**src/rtl/route_distributor_seq.sv**
```systemverilog
// Route distributor: allocates requesting channels to enabled capacitor slots,
// holds each slot for HOLD_CYC cycles, then releases it with a done pulse.
module route_distributor_seq #(
    parameter int CHANNEL_NUM   = 8,
    parameter int CAPACITOR_NUM = 4,
    parameter int HOLD_CYC      = 4,
    localparam int CH_W         = $clog2(CHANNEL_NUM)
) (
    input  logic                          clk,
    input  logic                          rst_n,
    input  logic [CHANNEL_NUM-1:0]        din,
    input  logic [CAPACITOR_NUM-1:0]      sw,
    output logic [CAPACITOR_NUM-1:0]      dout,
    output logic [CAPACITOR_NUM*CH_W-1:0] slot_ch,
    output logic [CHANNEL_NUM-1:0]        gnt,
    output logic [CHANNEL_NUM-1:0]        done
);

    // state | meaning
    // FREE  | slot idle, may take a channel when its sw bit is set
    // BUSY  | slot holding slot_ch for the remaining cnt+1 cycles
    localparam logic [0:0] ST_FREE = 1'b0;
    localparam logic [0:0] ST_BUSY = 1'b1;

    localparam int CNT_W = $clog2(HOLD_CYC + 1);

    logic [CAPACITOR_NUM-1:0]            state_q, state_d;
    logic [CAPACITOR_NUM-1:0][CNT_W-1:0] cnt_q, cnt_d;
    logic [CAPACITOR_NUM*CH_W-1:0]       slot_ch_q, slot_ch_d;
    logic [CHANNEL_NUM-1:0]              gnt_q, gnt_d;
    logic [CHANNEL_NUM-1:0]              done_q, done_d;
    logic [CH_W-1:0]                     rr_ptr_q, rr_ptr_d;

    always_comb begin
        logic [CHANNEL_NUM-1:0] cand;
        logic                   found;
        logic                   alloc_any;
        logic [CH_W-1:0]        cur;
        logic [CH_W-1:0]        chi;
        int                     ch;
        int                     last_off;

        state_d   = state_q;
        cnt_d     = cnt_q;
        slot_ch_d = slot_ch_q;
        gnt_d     = gnt_q;
        done_d    = '0;
        rr_ptr_d  = rr_ptr_q;
        cand      = din & ~gnt_q;
        alloc_any = 1'b0;
        last_off  = 0;
        found     = 1'b0;
        cur       = '0;
        chi       = '0;
        ch        = 0;

        for (int k = 0; k < CAPACITOR_NUM; k++) begin
            if (state_q[k] == ST_BUSY) begin
                cur = slot_ch_q[k*CH_W +: CH_W];
                if (!sw[k]) begin
                    // abort: release silently, no completion reported
                    state_d[k] = ST_FREE;
                    gnt_d[cur] = 1'b0;
                end else if (cnt_q[k] == '0) begin
                    state_d[k]  = ST_FREE;
                    gnt_d[cur]  = 1'b0;
                    done_d[cur] = 1'b1;
                end else begin
                    cnt_d[k] = cnt_q[k] - CNT_W'(1);
                end
            end else if (sw[k]) begin
                found = 1'b0;
                for (int i = 0; i < CHANNEL_NUM; i++) begin
                    ch = int'(rr_ptr_q) + i;
                    if (ch >= CHANNEL_NUM) ch = ch - CHANNEL_NUM;
                    chi = CH_W'(ch);
                    if (!found && cand[chi]) begin
                        found                      = 1'b1;
                        cand[chi]                  = 1'b0;
                        state_d[k]                 = ST_BUSY;
                        cnt_d[k]                   = CNT_W'(HOLD_CYC - 1);
                        slot_ch_d[k*CH_W +: CH_W]  = chi;
                        gnt_d[chi]                 = 1'b1;
                        alloc_any                  = 1'b1;
                        if (i > last_off) last_off = i;
                    end
                end
            end
        end

        // next search starts just past the furthest channel served this round
        if (alloc_any) begin
            ch = int'(rr_ptr_q) + last_off + 1;
            if (ch >= CHANNEL_NUM) ch = ch - CHANNEL_NUM;
            rr_ptr_d = CH_W'(ch);
        end
    end

    always_ff @(posedge clk or negedge rst_n) begin
        if (!rst_n) begin
            state_q   <= {CAPACITOR_NUM{ST_FREE}};
            cnt_q     <= '0;
            slot_ch_q <= '0;
            gnt_q     <= '0;
            done_q    <= '0;
            rr_ptr_q  <= '0;
        end else begin
            state_q   <= state_d;
            cnt_q     <= cnt_d;
            slot_ch_q <= slot_ch_d;
            gnt_q     <= gnt_d;
            done_q    <= done_d;
            rr_ptr_q  <= rr_ptr_d;
        end
    end

    assign dout    = state_q;
    assign slot_ch = slot_ch_q;
    assign gnt     = gnt_q;
    assign done    = done_q;

endmodule

```
**config.mk**
```make
export PLATFORM = sky130hd
export DESIGN_NAME = route_distributor_seq
export DESIGN_NICKNAME = d
export VERILOG_FILES = /design/src/rtl/route_distributor_seq.sv
export SDC_FILE = /design/constraint.sdc
export NUM_CORES = 1
export LEC_CHECK = 0
export CAP_MARGIN = 10
export CORE_MARGIN = 2
export CORE_UTILIZATION = 30
export DETAILED_ROUTE_END_ITERATION = 16
export DONT_BUFFER_PORTS = 1
export PLACE_DENSITY_LB_ADDON = 0.12
export SYNTH_ARGS = -nofsm -noshare
export SYNTH_HDL_FRONTEND = slang
export SYNTH_SLANG_ARGS = --single-unit
```
**constraint.sdc**
```tcl
create_clock -name clk -period 19.68 [get_ports clk]
set_input_delay 1.968 -clock clk [delete_from_list [all_inputs] [get_ports clk]]
set_output_delay 1.968 -clock clk [all_outputs]
set_load 0.02 [all_outputs]
```
# ---- Word-level counts from Yosys, hierarchy flattened
# Index checks and enable logic that the tools add are counted.
dict set report classes {
  addsub 22
  order_cmp 111
  eq_ne 4
  muxes 780
  bitwise_logic 111
  n_reduce_logical 112
}
# op count
set op_table {}
lappend op_table {{$mux W32} 122}
lappend op_table {{$mux W8} 209}
lappend op_table {{$gt A4 B32 Y1 const A} 16}
lappend op_table {{$mux W3} 153}
lappend op_table {{$and A8 B8 Y8} 36}
lappend op_table {{$not A8 Y8} 36}
lappend op_table {{$or A8 B8 Y8} 35}
lappend op_table {{$gt A3 B32 Y1 const A} 8}
lappend op_table {{$mux W1} 228}
lappend op_table {{$lt A3 B4 Y1 const B} 36}
lappend op_table {{$demux W1 S3} 36}
lappend op_table {{$ge A3 B1 Y1 const B} 36}
lappend op_table {{$bmux W1 S3} 32}
lappend op_table {{$gt A1 B32 Y1 const A} 3}
lappend op_table {{$gt A2 B32 Y1 const A} 3}
lappend op_table {{$logic_and A1 B1 Y1} 64}
lappend op_table {{$sub A3 B1 Y3 const B} 13}
lappend op_table {{$reduce_bool A9 Y1} 4}
lappend op_table {{$add A32 B2 Y32 const B} 1}
lappend op_table {{$add A4 B32 Y32} 1}
lappend op_table {{$ge A32 B5 Y1 const B} 1}
lappend op_table {{$reduce_bool A8 Y1} 4}
lappend op_table {{$ge A4 B4 Y1 const B} 7}
lappend op_table {{$logic_not A1 Y1} 28}
lappend op_table {{other kinds (8)} 28}
dict set report word_totals {
  regBits 47
  in_bits 14
  output_inout_bits 32
  word_cells 1152
}

# ---- Longest topological paths before layout
dict set report logic_depth {
  ltp_word 200
  ltp_mapped 69
  depth_no_buf 50
}

# ---- Worst setup path before layout
# No wires, ideal clock.
dict set report synth_timing {
  path_type {reg-to-reg}
  startpoint {register rr_ptr_q[0]}
  endpoint {register rr_ptr_q[2]}
  setup_ns 0.132
  arrival_ns 14.218
  t_required_ns 19.548
  setup_slack_ns 5.330
  path_stages_with_launch 64
  path_buffers 13
  synth_period_minus_slack_ns 14.350
  cell_sequence {dfrtp_1 > buf_2 > inv_2 > clkbuf_1 > buf_1 > clkbuf_1 > clkbuf_1 > buf_1 > ha_1 > clkbuf_1 > nor2b_1 > clkbuf_1 > nand3_1 > and4_1 > a221oi_4 > nand2_2 > o22ai_2 > nor2_1 > (+28 left out) > buf_4 > a211o_1 > a31oi_4 > a221o_2 > o22ai_4 > nor2_2 > a41oi_1 > a221o_1 > o21ba_1 > buf_2 > o21bai_1 > a22oi_1 > o31ai_1 > ha_1 > fa_1 > nor3_1 > o21ai_1 > xnor2_1}
}
dict set report synth_between {
  elab_chain_len 200
  word_cells_on_any_way 806
  cone_classes {18 x add/sub; 101 x order compare; 538 x mux; 62 x bitwise; 87 x reduce/logical}
}
# item line
set synth_lines {}
lappend synth_lines {{start, declared} 32} ;# logic [CH_W-1:0] rr_ptr_q, rr_ptr_d;
lappend synth_lines {{start signal, assigned} 113} ;# rr_ptr_q <= rr_ptr_d;
lappend synth_lines {{parallel branches: the longest is 200 deep, another holds $ge A3 B4 Y1} n/a}
# Several ways; the timed one is not identified. The select of a mux whose other input is x is not followed.
# A chain may end at the register's enable or synchronous reset.

# ---- Worst setup path in the final report
dict set report layout_timing {
  startpoint {input din[6]}
  endpoint {register rr_ptr_q[2]}
}
dict set report layout_between {
  elab_chain_len 193
  word_cells_on_any_way 526
  cone_classes {3 x add/sub; 31 x order compare; 404 x mux; 32 x bitwise; 56 x reduce/logical}
}
# item line
set layout_lines {}
lappend layout_lines {{start, declared} 11} ;# input logic [CHANNEL_NUM-1:0] din,
lappend layout_lines {{$and A8 B8 Y8 *} 49} ;# cand = din & ~gnt_q;
lappend layout_lines {{parallel branches: the longest is 192 deep, another holds $gt A3 B32 Y1} n/a}
# Mark *: on every way between the ends. The select of a mux whose other input is x is not followed.

==> qor.yml <==
status: "finished, final reports clean"
antenna_found_initial: 5
post-place-cells: 2090
clock_skew_ps: 8.69
crit_fanout: 19
row_count: 70
synth_xor_area_share_pct: 1.10
die_w_um: 197
synth-seq-area-share_pct: 10.5
slowest_stage: "o41ai_2"
rsz0062_at_grt: "false"
final_common_cell: "nand2_1"
grt_pass1_vias: 14409
grt_pass1_wl_um: 115000
firstDrtPassIters: 6
crit_path_max_incr_delay_ps: 880
avgSynthCellArea_um2: 6.80
crit_top_cell: "a221oi_1"
grt_max_degree: 48
ios: 46
vias: 15870
grt_usage_pct: 41.6
wl_um: 82800
ant_nets: 0
dp_hpwl_um: 61100
overflow: 0
startpoint_type: "input pin"
hold_viol_final: 0
insertion_delay_ps: 310
start_util_pct: 30.5
required_ps: 19870
synth_compound_area_share_pct: 45.9
drv_slew: 0
synth_simple_gate_area_share_pct: 30.6
tightest_slew_ps: 1310
final_layout_size_suffix_gt1_share_pct: 12.7
fin_crit_sh_pct: 93.4
syn_nets: 1681
final_cell_mix: "nand2_1, nor2_1, a21oi_1"
drtIter0Drc: 2758
synth_edf_count: 0
cts_tree: "done"
cts_made_buffers: 5
finalNonFillerCells: 2101
numPortBuffers: 0
synth-seq-cells: 47
post_cts_buffers: 0
syn_inst: 1647
placed_cell_area_um2: 12000
htreeDepth: 2
muxShareOfSynthArea_pct: 3.58
end_kind: "flop"
arrival_ps: 18560
via_per_inst: 7.55
cts_hold_buf: 0
synth_fa_ha_area_share_pct: 2.30
synthesis.area_um2: 11200
die_h_um: 197
cts.sinks: 47
synthFlopType: "dfrtp_1"
worst-setup-path-type: "input pin to flop"
core_area_um2: 36700
area_growth_pct: 8.50
final_nets: 1663
drc: 0
cap_violations: 0
cts_resized: 0
synthArstFlopShare_pct: 100
final_area_um2: 12100
slew_headroom_pct: 12.2
setup_violations: 0
routabilityCongestion: 1.06
clk_root_buffer_cell: "clkbuf_16"
clk_path_buf_depth: 2
synth_top_family_by_area: "compound AO/OA/AOI/OAI gates"
final.min_clock_period_ps: 18380
cts.reportedPaths.clkPinSlew_ps: 70
yosys_warnings: 0
fmax_ghz: 0.0544
finalSetupTns_ps: 0
wl_per_cell_um: 39.4
fillers: 4032
dieArea_um2: 38900
holdCritPathClass: "flop to flop"
synth.distinct_cells: 123
## path summary, 6_finish.rpt
kind                                     to  depth (start not counted)  slack (ps)        start
max in group asynchronous       rr_ptr_q[1]                          0       18220        rst_n
worst min-delay path               cnt_q[9]                          1         460     cnt_q[9]
worst min register to register     cnt_q[9]                          1         460     cnt_q[9]
worst max register to register  rr_ptr_q[2]                         50        1510  rr_ptr_q[1]
worst max-delay path            rr_ptr_q[2]                         48        1300       din[6]
min in group asynchronous        slot_ch[0]                          0        1340        rst_n
## final cells by class
| cell class | count | area, um2 | share of cell area, % |
|---|---|---|---|
| clock buffer | 6 | 129 | 1.06 |
| multi-input combinational | 1442 | 9380 | 77.2 |
| clock inverter | 2 | 16.3 | 0.134 |
| tap | 468 | 586 | 4.82 |
| sequential | 47 | 1180 | 9.71 |
| timing repair buffer | 93 | 698 | 5.75 |
| inverter | 40 | 150 | 1.24 |
| antenna | 3 | 7.51 | 0.0618 |
## worst max-delay path: cells and delay by family
family                   cells  cell delay [ps]
multiplexers                 2              690
XOR/XNOR                     1              130
AO/OA/AOI/OAI               34            11850
AND/OR/NAND/NOR              8             3210
adder cells (fa/ha/maj)      2              570
buffers and inverters        1              130
## per-layer routing
metal | part of all wire [%] | GRT usage, % | vias up
met2 | 39 | 57.2 | 1385
met3 | 13 | 14.9 | 429
met1 | 38 | 52.4 | 7650
met4 | 10 | 32.0 | 6
met5 | 0.065 | 0 | -
li1 | - | - | 6400
## cells by family (layout without fill, tap and decap cells)
family,after synthesis,count (layout)
xor gates and xnor gates,14,14
muxes,31,31
DFF,47,47
AOI/OAI and AO/OA,684,684
buffers and inverters,158,141
adders and majority gates,20,20
other,0,3
and+or+nand+nor,693,693
## state kept, by name (all words and copies together), names as in the netlist
signal    cells
cnt_q        12
done          8
dout          4
gnt           8
rr_ptr_q      3
slot_ch      12
## per-stage QoR
| stage | utilization (%) | hold slack [ps] | worst slack [ps] |
|---|---|---|---|
| 2_1_floorplan | - | 440 | 5330 |
| 3_3_place_gp | 32.7 | 454 | 1580 |
| 3_5_place_dp | 32.7 | 462 | 1740 |
| 4_1_cts | 33.1 | 470 | 2010 |
| 5_1_grt | 33.1 | 497 | 733 |
| 6_report | 33.1 | 464 | 1300 |
## cells in the mapped netlist (17+ instances only)
cell,n,share of area (%)
a211oi_1,26,1.7
a21oi_1,116,5.2
a221o_1,21,1.9
a221oi_1,33,2.6
a22oi_1,17,1.1
a31oi_1,49,2.7
and2_1,24,1.3
buf_2,18,0.80
clkbuf_1,79,2.6
dfrtp_1,47,11
ha_1,19,2.1
inv_1,36,1.2
nand2_1,205,6.9
nand2b_1,35,2.0
nand3_1,60,2.7
nand4_1,22,1.2
nor2_1,170,5.7
nor2b_1,25,1.4
nor3_1,47,2.1
o211ai_1,26,1.7
o21ai_0,92,4.1
o21ai_1,22,0.98
o221ai_1,17,1.3
o22ai_1,20,1.1
Power is left out: the tool's default activity adds up to more than one toggle a clock period on the data nets, which glitch-free logic cannot reach.
